[src/rtl/fetch_controller_pkg.sv]
// Shared fetch-path definitions: controller state encoding and default widths/strides
// reused by the decode stage and the instruction memory model.
package fetch_controller_pkg;

  typedef enum logic [1:0] {
    FETCH_RUN   = 2'd0,
    FETCH_DRAIN = 2'd1,
    FETCH_HALT  = 2'd2
  } fetch_state_t;

  localparam int FETCH_ADDR_W       = 64;
  localparam int FETCH_INST_W       = 32;
  localparam int FETCH_PC_STEP      = 4;
  localparam int FETCH_PC_STEP_PIPE = 16;

  // Unused memory is zero-filled, so an all-zero word marks the end of the program.
  function automatic logic is_halt_word(input logic [FETCH_INST_W-1:0] word);
    return word == '0;
  endfunction

endpackage

[src/rtl/fetch_fifo.sv]
// Small registered FIFO between fetch and decode; accepts a push on a full FIFO
// when a pop happens in the same cycle, and flushes all entries in one cycle.
module fetch_fifo #(
  parameter int DEPTH = 2,
  parameter int WIDTH = 96
) (
  input  logic                       clk,
  input  logic                       rst,
  input  logic                       push,
  input  logic                       pop,
  input  logic                       flush,
  input  logic [WIDTH-1:0]           push_data,
  output logic [WIDTH-1:0]           head_data,
  output logic                       empty,
  output logic                       full,
  output logic [$clog2(DEPTH):0]     count
);

  localparam int PTR_W = $clog2(DEPTH);
  localparam int CNT_W = PTR_W + 1;

  logic [WIDTH-1:0] store [DEPTH];
  logic [PTR_W-1:0] rd_ptr;
  logic [PTR_W-1:0] wr_ptr;
  logic [CNT_W-1:0] occupancy;
  logic             do_push;
  logic             do_pop;

  assign empty   = (occupancy == '0);
  assign full    = (occupancy == CNT_W'(DEPTH));
  assign count   = occupancy;
  assign do_pop  = pop && !empty;
  assign do_push = push && (!full || do_pop);

  // Head is forced to zero when empty so stale storage never leaks to decode.
  assign head_data = empty ? '0 : store[rd_ptr];

  always_ff @(posedge clk) begin
    if (rst || flush) begin
      rd_ptr    <= '0;
      wr_ptr    <= '0;
      occupancy <= '0;
    end else begin
      if (do_pop)  rd_ptr <= rd_ptr + PTR_W'(1);
      if (do_push) wr_ptr <= wr_ptr + PTR_W'(1);
      case ({do_push, do_pop})
        2'b10:   occupancy <= occupancy + CNT_W'(1);
        2'b01:   occupancy <= occupancy - CNT_W'(1);
        default: occupancy <= occupancy;
      endcase
    end
  end

  always_ff @(posedge clk) begin
    if (do_push && !flush && !rst) store[wr_ptr] <= push_data;
  end

endmodule

[src/rtl/fetch_controller.sv]
// Fetch sequencer: owns the PC, fetches one word per cycle from combinational
// instruction memory, buffers it for decode, and handles redirect/halt/restart.
module fetch_controller
  import fetch_controller_pkg::*;
#(
  parameter int ADDR_W   = FETCH_ADDR_W,
  parameter int INST_W   = FETCH_INST_W,
  parameter int PC_STEP  = FETCH_PC_STEP,
  parameter logic [ADDR_W-1:0] RESET_PC = '0,
  parameter int DEPTH    = 2
) (
  input  logic              clk,
  input  logic              rst,
  output logic [ADDR_W-1:0] mem_addr,
  input  logic [INST_W-1:0] mem_data,
  output logic              inst_valid,
  input  logic              inst_ready,
  output logic [INST_W-1:0] inst_data,
  output logic [ADDR_W-1:0] inst_pc,
  input  logic              redirect,
  input  logic [ADDR_W-1:0] redirect_pc,
  input  logic              restart,
  output logic              halted
);

  localparam int CNT_W = $clog2(DEPTH) + 1;

  fetch_state_t              state;
  fetch_state_t              state_next;
  logic [ADDR_W-1:0]         pc;
  logic [ADDR_W-1:0]         pc_next;
  logic                      fifo_push;
  logic                      fifo_pop;
  logic                      fifo_flush;
  logic                      fifo_empty;
  logic                      fifo_full;
  logic [CNT_W-1:0]          fifo_count;
  logic [INST_W+ADDR_W-1:0]  fifo_head;
  logic                      fetch_slot;
  logic                      zero_word;
  logic                      empty_after;

  fetch_fifo #(
    .DEPTH (DEPTH),
    .WIDTH (INST_W + ADDR_W)
  ) u_fifo (
    .clk       (clk),
    .rst       (rst),
    .push      (fifo_push),
    .pop       (fifo_pop),
    .flush     (fifo_flush),
    .push_data ({mem_data, pc}),
    .head_data (fifo_head),
    .empty     (fifo_empty),
    .full      (fifo_full),
    .count     (fifo_count)
  );

  assign mem_addr   = pc;
  assign inst_valid = !fifo_empty;
  assign inst_data  = fifo_head[INST_W+ADDR_W-1:ADDR_W];
  assign inst_pc    = fifo_head[ADDR_W-1:0];
  assign halted     = (state == FETCH_HALT);
  assign fifo_pop   = inst_valid && inst_ready;

  // A fetch slot exists when running and the FIFO has room after this cycle's pop.
  assign fetch_slot  = (state == FETCH_RUN) && (!fifo_full || fifo_pop);
  assign zero_word   = is_halt_word(mem_data);
  assign empty_after = fifo_empty || ((fifo_count == CNT_W'(1)) && fifo_pop);
  assign fifo_push   = fetch_slot && !zero_word && !redirect;

  always_ff @(posedge clk) begin
    if (rst) begin
      state <= FETCH_RUN;
      pc    <= RESET_PC;
    end else begin
      state <= state_next;
      pc    <= pc_next;
    end
  end

  // Redirect outranks restart, which in turn outranks ordinary fetch progress.
  always_comb begin
    state_next = state;
    pc_next    = pc;
    fifo_flush = 1'b0;
    if (redirect) begin
      fifo_flush = 1'b1;
      pc_next    = redirect_pc;
      state_next = FETCH_RUN;
    end else if (restart && state == FETCH_HALT) begin
      pc_next    = RESET_PC;
      state_next = FETCH_RUN;
    end else begin
      case (state)
        FETCH_RUN: begin
          if (fetch_slot) begin
            if (zero_word) state_next = empty_after ? FETCH_HALT : FETCH_DRAIN;
            else           pc_next    = pc + ADDR_W'(PC_STEP);
          end
        end
        FETCH_DRAIN: begin
          if (empty_after) state_next = FETCH_HALT;
        end
        FETCH_HALT: begin
          state_next = FETCH_HALT;
        end
        default: begin
          state_next = FETCH_RUN;
        end
      endcase
    end
  end

endmodule

[config.mk]
export PLATFORM = sky130hd
export DESIGN_NAME = fetch_controller
export DESIGN_NICKNAME = d
export VERILOG_FILES = /design/src/rtl/fetch_controller_pkg.sv /design/src/rtl/fetch_fifo.sv /design/src/rtl/fetch_controller.sv
export SDC_FILE = /design/constraint.sdc
export NUM_CORES = 1
export LEC_CHECK = 0
export ABC_AREA = 0
export CORE_ASPECT_RATIO = 1.2
export CORE_MARGIN = 3
export CORE_UTILIZATION = 51
export CTS_CLUSTER_SIZE = 12
export DETAILED_ROUTE_END_ITERATION = 7
export PLACE_DENSITY_LB_ADDON = 0.1
export SYNTH_ARGS = -nofsm -noshare
export SYNTH_HDL_FRONTEND = slang
export SYNTH_SLANG_ARGS = --single-unit
[constraint.sdc]
create_clock -name clk -period 20 [get_ports clk]
set_clock_uncertainty 0.05 [all_clocks]
set_input_delay 4 -clock clk [delete_from_list [all_inputs] [get_ports clk]]
set_output_delay 4 -clock clk [all_outputs]
set_load 0.02 [all_outputs]
==> implementation parameters, run 1 <==
Parameter                              Value

Synth
  Async SR Flop Fraction    0%
  Unique masters post-synth    49
  Number of cells produced by synthesis    1025
  Number of synthesized register bits    263
  Post-Syn Area    11600 µm²
  Count of flip-flops with a built-in enable after synthesis    192
  Synth area leader    sky130_fd_sc_hd__edfxtp_1
  Synthesized net count    1135
  Yosys top cell area share    49.6%
  Dominant synthesized flop cell    sky130_fd_sc_hd__edfxtp_1
  Mean instance size in the synthesized netlist    11.3 µm²
  Number of warnings reported in the yosys synthesis log    0
  Top cells by area, synth    sky130_fd_sc_hd__edfxtp_1 50%, sky130_fd_sc_hd__dfxtp_1 12%, sky130_fd_sc_hd__mux2i_1 8.4%, sky130_fd_sc_hd__nor2_1 3.9%, sky130_fd_sc_hd__nand2_1 3.4%
  Proportion of synthesized chip area in sequential cells    61.8%

Cells and area
  Share of post-route cells with drive strength above 1    5.10%
  Total area of multi-input combinational cells    4190 µm²
  P&R area growth vs syn    31.8%
  Final core utilization    69.4%
  Number of fillers in the final layout    1643
  Layout net count    1383
  Sequential cell area    7190 µm²

Clock tree
  Post-CTS Resized    0
  CTS tree    done
  Bufs on Longest Clock Path    3
  Num CTS Buffers    27
  Clock network latency to the later pin of the worst-skew pair    520 ps
  CTS HTree Levels    1
  Quantity of hold-fixing buffers added after cts    0
  Number of post-CTS setup repair buffers    0
  CTS root buf    sky130_fd_sc_hd__clkbuf_16
  Clock edge transition at the registers on the reported setup and hold paths    60 ps
  Clock sink count    263

Critical path
  Crit path capture type    output port
  Required time worst endpoint    15950 ps
  Crit-path max FO    50
  Arrival time of the worst setup path    3270 ps
  Kind of critical path    reg -> out
  Critical path launch point type    flip-flop

Drt
  Vias    9128
  Post-route ant nets    0
  Number of iterations in the first detailed-routing pass    5
  Post-Route M1 WL    12900 µm
  Highest signal layer in the routed design    met5
  Remaining routing DRC violations    0
  Detailed router's first-iteration violation count    671
  Total length of routed met3 wires    2550 µm
  DRT Wirelength    31400 µm
  DR vias/cell    5.82
  Met2 wire length    15200 µm
  Per-cell routed wire length    20.0 µm

Job
  Maximum capacitance violations    0

Power and ir drop
  Cell area power density    82.9 nW/µm²
  Worst vdd ir    0.0000802 V
  Leakage power    4.93 nW

Timing
  Slew headroom    25.3%
  Final hold violations    0
  Time the final worst path needs with I/O delays and setup    7320 ps
  Setup violation total in the final timing report    0
  Max Clk Rate    137 MHz
  Fin crit share    36.6%
  Worst slew pin tran    1120 ps
  Number of max-slew violations in the final report    0
  Unrepaired setup endpoints after global routing    no
  Post-Route Setup TNS    0 ps

Place
  Count of input and output buffers    262
  Placer congestion estimate    0.884
  Estimated wirelength of the detail-placed design    20400 µm

Global route
  Congestion Overflow GR    0
  Number of antenna violations at the first check in global routing    3
  Total global-route track usage    24.8%
  Maximum number of pins on one net before global-route repair    99
  Vias in the first global route    9079
  First-pass GRT wire length    48900 µm

Floorplanning
  Die area    24700 µm²
  Area of the core region    22100 µm²
  Die height    171 µm
  Effective utilization at floorplan    52.7%
  Placement row count    59
  I/O pin count    263
  Die Width    144 µm

Run status
  Outcome    completed

Worst hold path
  Class of the tightest hold or removal check    reg -> reg
layout by cell type (no fill, tap or decap), drive strengths merged, types with 17 or more instances in the layout:
cell type	count
nand4	25
nand3	28
a211oi	31
nor3	35
edfxtp	192
nand2	106
clkbuf	43
dfxtp	71
nor2	121
clkdlybuf4s50	260
a21oi	57
o21ai	50
mux2i	98
buf	17
inv	20
nor4	28
path summary, 6_finish.rpt:
path                   start                   to  slack [ps]  cells after the start
max                flip-flop         inst_data[6]       12680                      4
min              mem_addr[0]   u_fifo.store[1][0]         450                      0
max reg2reg  u_fifo.count[0]  u_fifo.store[1][44]       16410                      8
min reg2reg      mem_addr[0]   u_fifo.store[1][0]         450                      0
per-layer routing:
| metal | track usage (%) | up-vias |
|---|---|---|
| met4 | 6.27 | 4 |
| met5 | 0 | - |
| li1 | - | 4318 |
| met2 | 41.6 | 361 |
| met1 | 33.3 | 4383 |
| met3 | 5.01 | 62 |
state kept, by name (all words and copies together), names as in the netlist, named ones only:
signal	cells
u_fifo.count	2
u_fifo.wr_ptr	1
mem_addr	64
u_fifo.rd_ptr	1
u_fifo.store	192
state	2
final cells by class:
cell class                 count  share of cell area [%]
antenna                        1                  0.0163
clock buffer                  43                    4.86
clock inverter                 6                   0.343
inverter                      20                   0.490
multi-input combinational    684                    27.4
sequential                   263                    46.9
tap                          274                    2.24
timing repair buffer         277                    17.8
where the power goes:
part	switching (W)	total [W]	internal, W
combinational	0.0000969	0.000178	0.0000810
clock	0.000196	0.000463	0.000267
sequential	0.0000206	0.000631	0.000610
per-stage QoR:
step	instances	area, µm²	power (W)	hold WS [ps]	setup WS [ps]
2_1_floorplan	1025	11600	0.000732	415	4470
3_3_place_gp	1518	14500	0.000817	416	13110
3_5_place_dp	1518	14500	0.000820	429	13080
4_1_cts	1567	15300	0.00128	444	12570
5_1_grt	1568	15300	0.00132	461	12470
6_report	1568	15300	0.00127	447	12680
worst max-delay path, cell delays in order (launching register included):
cell                              delay, ps
sky130_fd_sc_hd__dfxtp_4                880
sky130_fd_sc_hd__buf_4                  810
sky130_fd_sc_hd__mux2i_1                200
sky130_fd_sc_hd__nor2_1                 140
sky130_fd_sc_hd__clkdlybuf4s50_1        620
synth_stat cells, drive strengths merged, types with 5 or more instances:
cell	number
edfxtp	192
nor2	121
nand2	106
mux2i	98
dfxtp	71
a21oi	57
clkbuf	53
o21ai	50
nor3	35
a211oi	31
nand3	28
nor4	28
nand4	25
inv	20
xnor2	15
o31ai	11
and3	9
ha	9
a21o	7
a31oi	5
buf	5
cell families (layout without fill, tap and decap cells):
group	Yosys count	in the layout	synth area share (%)
adders and majority gates	9	9	0.968
xor gates and xnor gates	18	18	1.36
DFF	263	263	61.8
and+or+nand+nor	371	371	14.8
AOI/OAI and AO/OA	188	188	10.1
buffers and inverters	78	346	2.52
muxes	98	98	8.44
other	0	1	0
No activity file was read; power rests on OpenSTA's default activity.
==> run 2: changes to the inputs <==
--- a/config.mk
+++ b/config.mk
@@ -8,7 +8,7 @@
 export ABC_AREA = 0
 export CORE_ASPECT_RATIO = 1.2
 export CORE_MARGIN = 3
-export CORE_UTILIZATION = 51
+export CORE_UTILIZATION = 46
 export CTS_CLUSTER_SIZE = 12
 export DETAILED_ROUTE_END_ITERATION = 7
 export PLACE_DENSITY_LB_ADDON = 0.1
==> constraint.sdc (replaced) <==
create_clock -name clk -period 6.55 [get_ports clk]
set_clock_uncertainty 0.05 [all_clocks]
set_input_delay 1.31 -clock clk [delete_from_list [all_inputs] [get_ports clk]]
set_output_delay 1.31 -clock clk [all_outputs]
set_load 0.02 [all_outputs]
==> run 2 against run 1 <==
  * Power increased to 3.1 times the previous value
  * First-iteration DRC count shrank 35%
  * Final cell count is 3.3% higher
  * Sequential power grew to 3.0 times the previous value
  * Flip-flop and latch count did not move
  * Worst setup slack lost 10000 ps
  * Register-to-register slack worse by 14000 ps
  * Critical path type unchanged
  * Cell area grew 0.73%
  * Worst hold slack improved by 1.9 ps
  * Combinational power grew to 3.1 times the previous value
  * Routed wire length rose by 1.8%
  * Critical endpoint is now inst_data[7]
==> implementation parameters, run 2 (synthesis gave the netlist of run 1 again) <==
Parameter                              Value

Run status
  Outcome    completed

Clock tree
  Num CTS Buffers    27 (unchanged)
  Clock sink count    263 (unchanged)
  Clock edge transition at the registers on the reported setup and hold paths    60 ps (about the same)
  Quantity of hold-fixing buffers added after cts    0 (unchanged)
  Number of post-CTS setup repair buffers    0 (unchanged)
  CTS tree    done
  Bufs on Longest Clock Path    3 (unchanged)
  Clock network latency to the later pin of the worst-skew pair    520 ps (about the same)
  Post-CTS Resized    0 (unchanged)
  CTS root buf    sky130_fd_sc_hd__clkbuf_16
  CTS HTree Levels    1 (unchanged)

Floorplanning
  Placement row count    63 (+6.8%)
  Die height    180 µm (+5.1%)
  Area of the core region    24800 µm² (+12%)
  Die area    27200 µm² (+10%)
  Die Width    151 µm (+5.1%)
  I/O pin count    263 (unchanged)
  Effective utilization at floorplan    46.8% (-5.9 points)

Drt
  DR vias/cell    5.61 (-3.7%)
  Detailed router's first-iteration violation count    439 (-35%)
  Remaining routing DRC violations    0 (unchanged)
  Per-cell routed wire length    19.8 µm (-1.4%)
  Vias    9078 (-0.55%)
  Post-route ant nets    0 (unchanged)
  Number of iterations in the first detailed-routing pass    5 (unchanged)
  DRT Wirelength    32000 µm (+1.8%)

Place
  Count of input and output buffers    262 (unchanged)
  Estimated wirelength of the detail-placed design    21000 µm (+3.0%)
  Placement-stage cell area    14600 µm² (+0.66%)
  Placer congestion estimate    0.837 (-5.4%)

Timing
  Worst slew pin tran    1020 ps (-97.7 ps)
  Final hold violations    0 (unchanged)
  Setup violation total in the final timing report    0 (unchanged)
  Post-Route Setup TNS    0 ps (unchanged)
  Time the final worst path needs with I/O delays and setup    4250 ps
  Number of max-slew violations in the final report    0 (unchanged)
  Max Clk Rate    235 MHz
  Worst hold slack after final layout    449 ps (+1.85 ps)
  Slew headroom    31.7% (+6.4 points)
  Fin crit share    64.9%
  Unrepaired setup endpoints after global routing    no

Power and ir drop
  Combinational power share    14.0% (about the same)
  Pwr Total    0.00391 W (+210%)
  P_int    0.00295 W (+210%)
  Worst vdd ir    0.000220 V (+170%)
  Sequential share of power    49.3% (-0.3 points)
  Leakage power    4.95 nW (+0.37%)
  Clock Power Share    36.7% (+0.3 points)
  Switching share of power    24.5% (-0.19 points)
  Cell area power density    253 nW/µm² (+210%)
  Switching Power    0.000957 W (+210%)

Critical path
  Crit path capture type    output port
  Dominant delay contributor by cell family on the critical path    buffers and inverters
  Number of buffer and inverter stages on the critical path    2 (unchanged)
  Register-to-Register Setup Slack    2880 ps (-13530 ps)
  Library cell contributing the largest single delay on the critical path    sky130_fd_sc_hd__dfxtp_4
  Largest stage delay on the critical path    750 ps (-130 ps)
  Crit-path max FO    35 (-30%)
  Critical path launch point type    flip-flop
  Required time worst endpoint    5190 ps (-10760 ps)
  Kind of critical path    reg -> out
  Arrival time of the worst setup path    2890 ps (-380 ps)
  Cells traversed along the worst timing path    buf_4 > mux2i_1 > nor2_1 > clkdlybuf4s50_1

Cells and area
  Share of post-route cells with drive strength above 1    5.26% (+0.15 points)
  Layout net count    1384 (+0.072%)
  Total area of multi-input combinational cells    4220 µm² (+0.60%)
  Commonest cells after routing, fill and taps aside    260 x sky130_fd_sc_hd__clkdlybuf4s50_1, 192 x sky130_fd_sc_hd__edfxtp_1, 121 x sky130_fd_sc_hd__nor2_1, 106 x sky130_fd_sc_hd__nand2_1, 98 x sky130_fd_sc_hd__mux2i_1
  Most common cell after layout, fill and taps aside    sky130_fd_sc_hd__clkdlybuf4s50_1
  Sequential cell area    7190 µm² (unchanged)
  P&R area growth vs syn    32.8%
  Finished layout cell area    15400 µm² (+0.73%)
  Register name with the most flops    u_fifo.store
  Number of fillers in the final layout    2053 (+25%)
  Largest register FFs    192 (unchanged)
  Diodes inserted    0 (-1)

Job
  Maximum capacitance violations    0 (unchanged)

Global route
  Maximum number of pins on one net before global-route repair    73 (-26%)
  First-pass GRT wire length    49500 µm (+1.3%)
  Number of antenna violations at the first check in global routing    2 (-1)
  Congestion Overflow GR    0 (unchanged)
  Total global-route track usage    22.7% (-2.1 points)
  Vias in the first global route    8841 (-2.6%)

Worst hold path
  Class of the tightest hold or removal check    reg -> reg
[run 2: layer usage]
| layer | share of wire (%) | track usage, % | up-vias | wire length [µm] |
|---|---|---|---|---|
| li1 | - | - | 4311 | - |
| met1 | 41 | 30.5 | 4410 | 13300 |
| met2 | 49 | 37.5 | 312 | 15600 |
| met3 | 8.0 | 5.43 | 41 | 2570 |
| met4 | 1.7 | 4.93 | 4 | 541 |
| met5 | 0.072 | 0 | - | 23 |
[run 2: area by class of cell]
type / count / share of cell area [%]
clock buffer: 46 / 5.03
clock inverter: 3 / 0.259
inverter: 20 / 0.486
multi-input combinational: 684 / 27.3
sequential: 263 / 46.6
tap: 325 / 2.63
timing repair buffer: 278 / 17.7
[run 2: path summary, 6_finish.rpt]
path | startpoint | to | depth (start not counted)
worst max-delay path | flip-flop | inst_data[7] | 4
worst min-delay path | state[0] | state[0] | 2
worst max register to register | u_fifo.count[0] | u_fifo.store[1][89] | 7
worst min register to register | state[0] | state[0] | 2
[run 2: worst min-delay path, cell delays in order (launching register included)]
cell	delay, ps
sky130_fd_sc_hd__dfxtp_1	340
sky130_fd_sc_hd__nand2_1	70
sky130_fd_sc_hd__a21oi_1	50
[run 2: per-stage QoR]
step / std cells / util [%] / setup WS [ps]
after global routing: 1619 / 62.2 / 2120
after detailed placement: 1570 / 58.9 / 2180
after global placement: 1570 / 58.9 / 2240
after CTS: 1619 / 62.2 / 2240
final: 1619 / 62.2 / 2300
after floorplan: 1025 / - / 775
[run 2: power by group through the flow]
| stage | clock [W] | combinational [W] | sequential [W] |
|---|---|---|---|
| detailed placement | 0 | 0.000550 | 0.00196 |
| global placement | 0 | 0.000546 | 0.00196 |
| global route | 0.00154 | 0.000589 | 0.00193 |
| finish | 0.00144 | 0.000547 | 0.00192 |
| CTS | 0.00147 | 0.000553 | 0.00192 |
| floorplan | 0 | 0.000262 | 0.00197 |
==> run 3: changes to the inputs <==
==> constraint.sdc (replaced) <==
create_clock -name clk -period 3.56 [get_ports clk]
set_clock_uncertainty 0.05 [all_clocks]
set_input_delay 0.712 -clock clk [delete_from_list [all_inputs] [get_ports clk]]
set_output_delay 0.712 -clock clk [all_outputs]
set_load 0.02 [all_outputs]
==> run 3 against run 2 <==
  * Cell area increased by 0.99%
  * Power increased by 83%
  * Sequential share of layout area decreased by 0.45 points
  * Clock power increased by 79%
  * Via count increased by 0.35%
  * Critical endpoint is now inst_pc[20]
  * Highest routed layer unchanged
==> implementation parameters, run 3 (synthesis gave the netlist of run 1 again) <==
Parameter                              Value

Drt
  Per-cell routed wire length    19.5 µm (-1.2%)
  DRT Wirelength    31900 µm (-0.27%)
  Detailed router's first-iteration violation count    479 (+9.1%)
  DR vias/cell    5.57 (-0.63%)
  Post-route ant nets    0 (unchanged)
  Number of iterations in the first detailed-routing pass    5 (unchanged)
  Vias    9110 (+0.35%)
  Remaining routing DRC violations    0 (unchanged)

Worst hold path
  Class of the tightest hold or removal check    reg -> reg

Place
  Pre-CTS worst setup slack    150 ps (-2030 ps)
  Count of input and output buffers    262 (unchanged)
  Estimated wirelength of the detail-placed design    21500 µm (+2.0%)
  Placer congestion estimate    0.829 (-0.86%)

Critical path
  Arrival time of the worst setup path    2520 ps (-370 ps)
  Register-to-Register Setup Slack    740 ps (-2140 ps)
  Cells traversed along the worst timing path    inv_1 > ha_4 > buf_4 > nor2_1 > clkdlybuf4s50_1
  Crit path capture type    output port
  Largest stage delay on the critical path    560 ps (-190 ps)
  Library cell contributing the largest single delay on the critical path    sky130_fd_sc_hd__clkdlybuf4s50_1
  Number of buffer and inverter stages on the critical path    3 (+1)
  Dominant delay contributor by cell family on the critical path    buffers and inverters
  Crit-path max FO    36 (+2.9%)
  Critical path launch point type    flip-flop
  Kind of critical path    reg -> out
  Required time worst endpoint    2800 ps (-2390 ps)

Timing
  Unrepaired setup endpoints after global routing    no
  Max Clk Rate    305 MHz
  Worst slew pin tran    1020 ps (-1.89 ps)
  Final hold violations    0 (unchanged)
  Number of max-slew violations in the final report    0 (unchanged)
  Worst hold slack after final layout    448 ps (-1.21 ps)
  Fin crit share    92.1%
  Time the final worst path needs with I/O delays and setup    3280 ps
  Worst setup margin    282 ps (-2020 ps)
  Slew headroom    31.8% (+0.13 points)
  Setup violation total in the final timing report    0 (unchanged)

Floorplanning
  Area of the core region    24800 µm² (unchanged)
  Die height    180 µm (unchanged)
  Die area    27200 µm² (unchanged)
  I/O pin count    263 (unchanged)
  Placement row count    63 (unchanged)
  Effective utilization at floorplan    46.8% (unchanged)
  Die Width    151 µm (unchanged)

Cells and area
  Register name with the most flops    u_fifo.store
  Commonest cells after routing, fill and taps aside    260 x sky130_fd_sc_hd__clkdlybuf4s50_1, 192 x sky130_fd_sc_hd__edfxtp_1, 121 x sky130_fd_sc_hd__nor2_1, 106 x sky130_fd_sc_hd__nand2_1, 98 x sky130_fd_sc_hd__mux2i_1
  Total area of multi-input combinational cells    4210 µm² (-0.18%)
  Layout net count    1400 (+1.2%)
  Largest register FFs    192 (unchanged)
  Diodes inserted    0 (unchanged)
  P&R area growth vs syn    34.1%
  Share of post-route cells with drive strength above 1    6.49% (+1.2 points)
  Most common cell after layout, fill and taps aside    sky130_fd_sc_hd__clkdlybuf4s50_1
  Number of fillers in the final layout    2031 (-1.1%)
  Sequential cell area    7190 µm² (about the same)

Clock tree
  Quantity of hold-fixing buffers added after cts    0 (unchanged)
  Post-CTS Resized    0 (unchanged)
  Clock edge transition at the registers on the reported setup and hold paths    60 ps (about the same)
  Clock network latency to the later pin of the worst-skew pair    520 ps (about the same)
  CTS tree    done
  CTS root buf    sky130_fd_sc_hd__clkbuf_16
  Clock sink count    263 (unchanged)
  Bufs on Longest Clock Path    3 (unchanged)
  Num CTS Buffers    27 (unchanged)
  CTS HTree Levels    1 (unchanged)
  Number of post-CTS setup repair buffers    0 (unchanged)

Global route
  First-pass GRT wire length    49500 µm (-0.13%)
  Vias in the first global route    8918 (+0.87%)
  Number of antenna violations at the first check in global routing    4 (+2)
  Maximum number of pins on one net before global-route repair    64 (-12%)
  Total global-route track usage    22.6% (-0.077 points)
  Congestion Overflow GR    0 (unchanged)
  Highest-utilization routing layer at the global route stage    met2
  Global routing usage on met2    37.3% (-0.18 points)
  Met3 track utilization from global routing    4.81% (-0.63 points)
  Met1 GRT Util    31.0% (+0.53 points)

Power and ir drop
  Worst vdd ir    0.000380 V (+73%)
  Cell area power density    459 nW/µm² (+81%)
  Leakage power    5.03 nW (+1.8%)

Run status
  Outcome    completed

Job
  Maximum capacitance violations    0 (unchanged)
-- run 3: where the power goes --
part / internal, W / switching, W / total, W
combinational: 0.000480 / 0.000570 / 0.00105
clock: 0.00147 / 0.00111 / 0.00258
sequential: 0.00343 / 0.0000966 / 0.00352
-- run 3: worst paths after layout --
| kind | from | depth (start not counted) | end |
|---|---|---|---|
| setup / recovery | u_fifo.count[0] | 5 | inst_pc[20] |
| hold / removal | state[1] | 2 | state[1] |
| setup reg to reg | mem_addr[19] | 6 | mem_addr[39] |
| hold reg to reg | state[1] | 2 | state[1] |
-- run 3: layout make-up --
| cell class | count | area share (%) |
|---|---|---|
| clock inverters | 4 | 0.128 |
| well taps | 325 | 2.61 |
| flip-flops and latches | 263 | 46.1 |
| inverters | 20 | 0.481 |
| multi-input cells | 684 | 27.0 |
| clock buffers | 45 | 4.96 |
| repair buffers | 294 | 18.7 |
-- run 3: worst register-to-register path: stages, from the launching register on --
cell and delay (ps):
sky130_fd_sc_hd__dfxtp_1 520, sky130_fd_sc_hd__nand4_1 280, sky130_fd_sc_hd__nor4_2 600, sky130_fd_sc_hd__nand4_1 540, sky130_fd_sc_hd__o41ai_1 470, sky130_fd_sc_hd__o31ai_1 120
sky130_fd_sc_hd__and2_1 160
-- run 3: per-stage QoR --
stage	TNS (ps)	cell area [µm²]	utilization, %	instances	total power [W]
6_report	0	15600	62.8	1635	0.00715
5_1_grt	0	15600	62.8	1635	0.00742
4_1_cts	0	15600	62.8	1635	0.00721
3_5_place_dp	0	14800	59.6	1586	0.00464
3_3_place_gp	0	14800	59.6	1586	0.00463
2_1_floorplan	-268490	11700	-	1025	0.00411
-- run 3: routing by layer --
| layer | wire length, µm | vias to the layer above |
|---|---|---|
| met3 | 2320 | 47 |
| met1 | 13600 | 4384 |
| met5 | 49 | - |
| li1 | - | 4367 |
| met2 | 15400 | 304 |
| met4 | 545 | 8 |
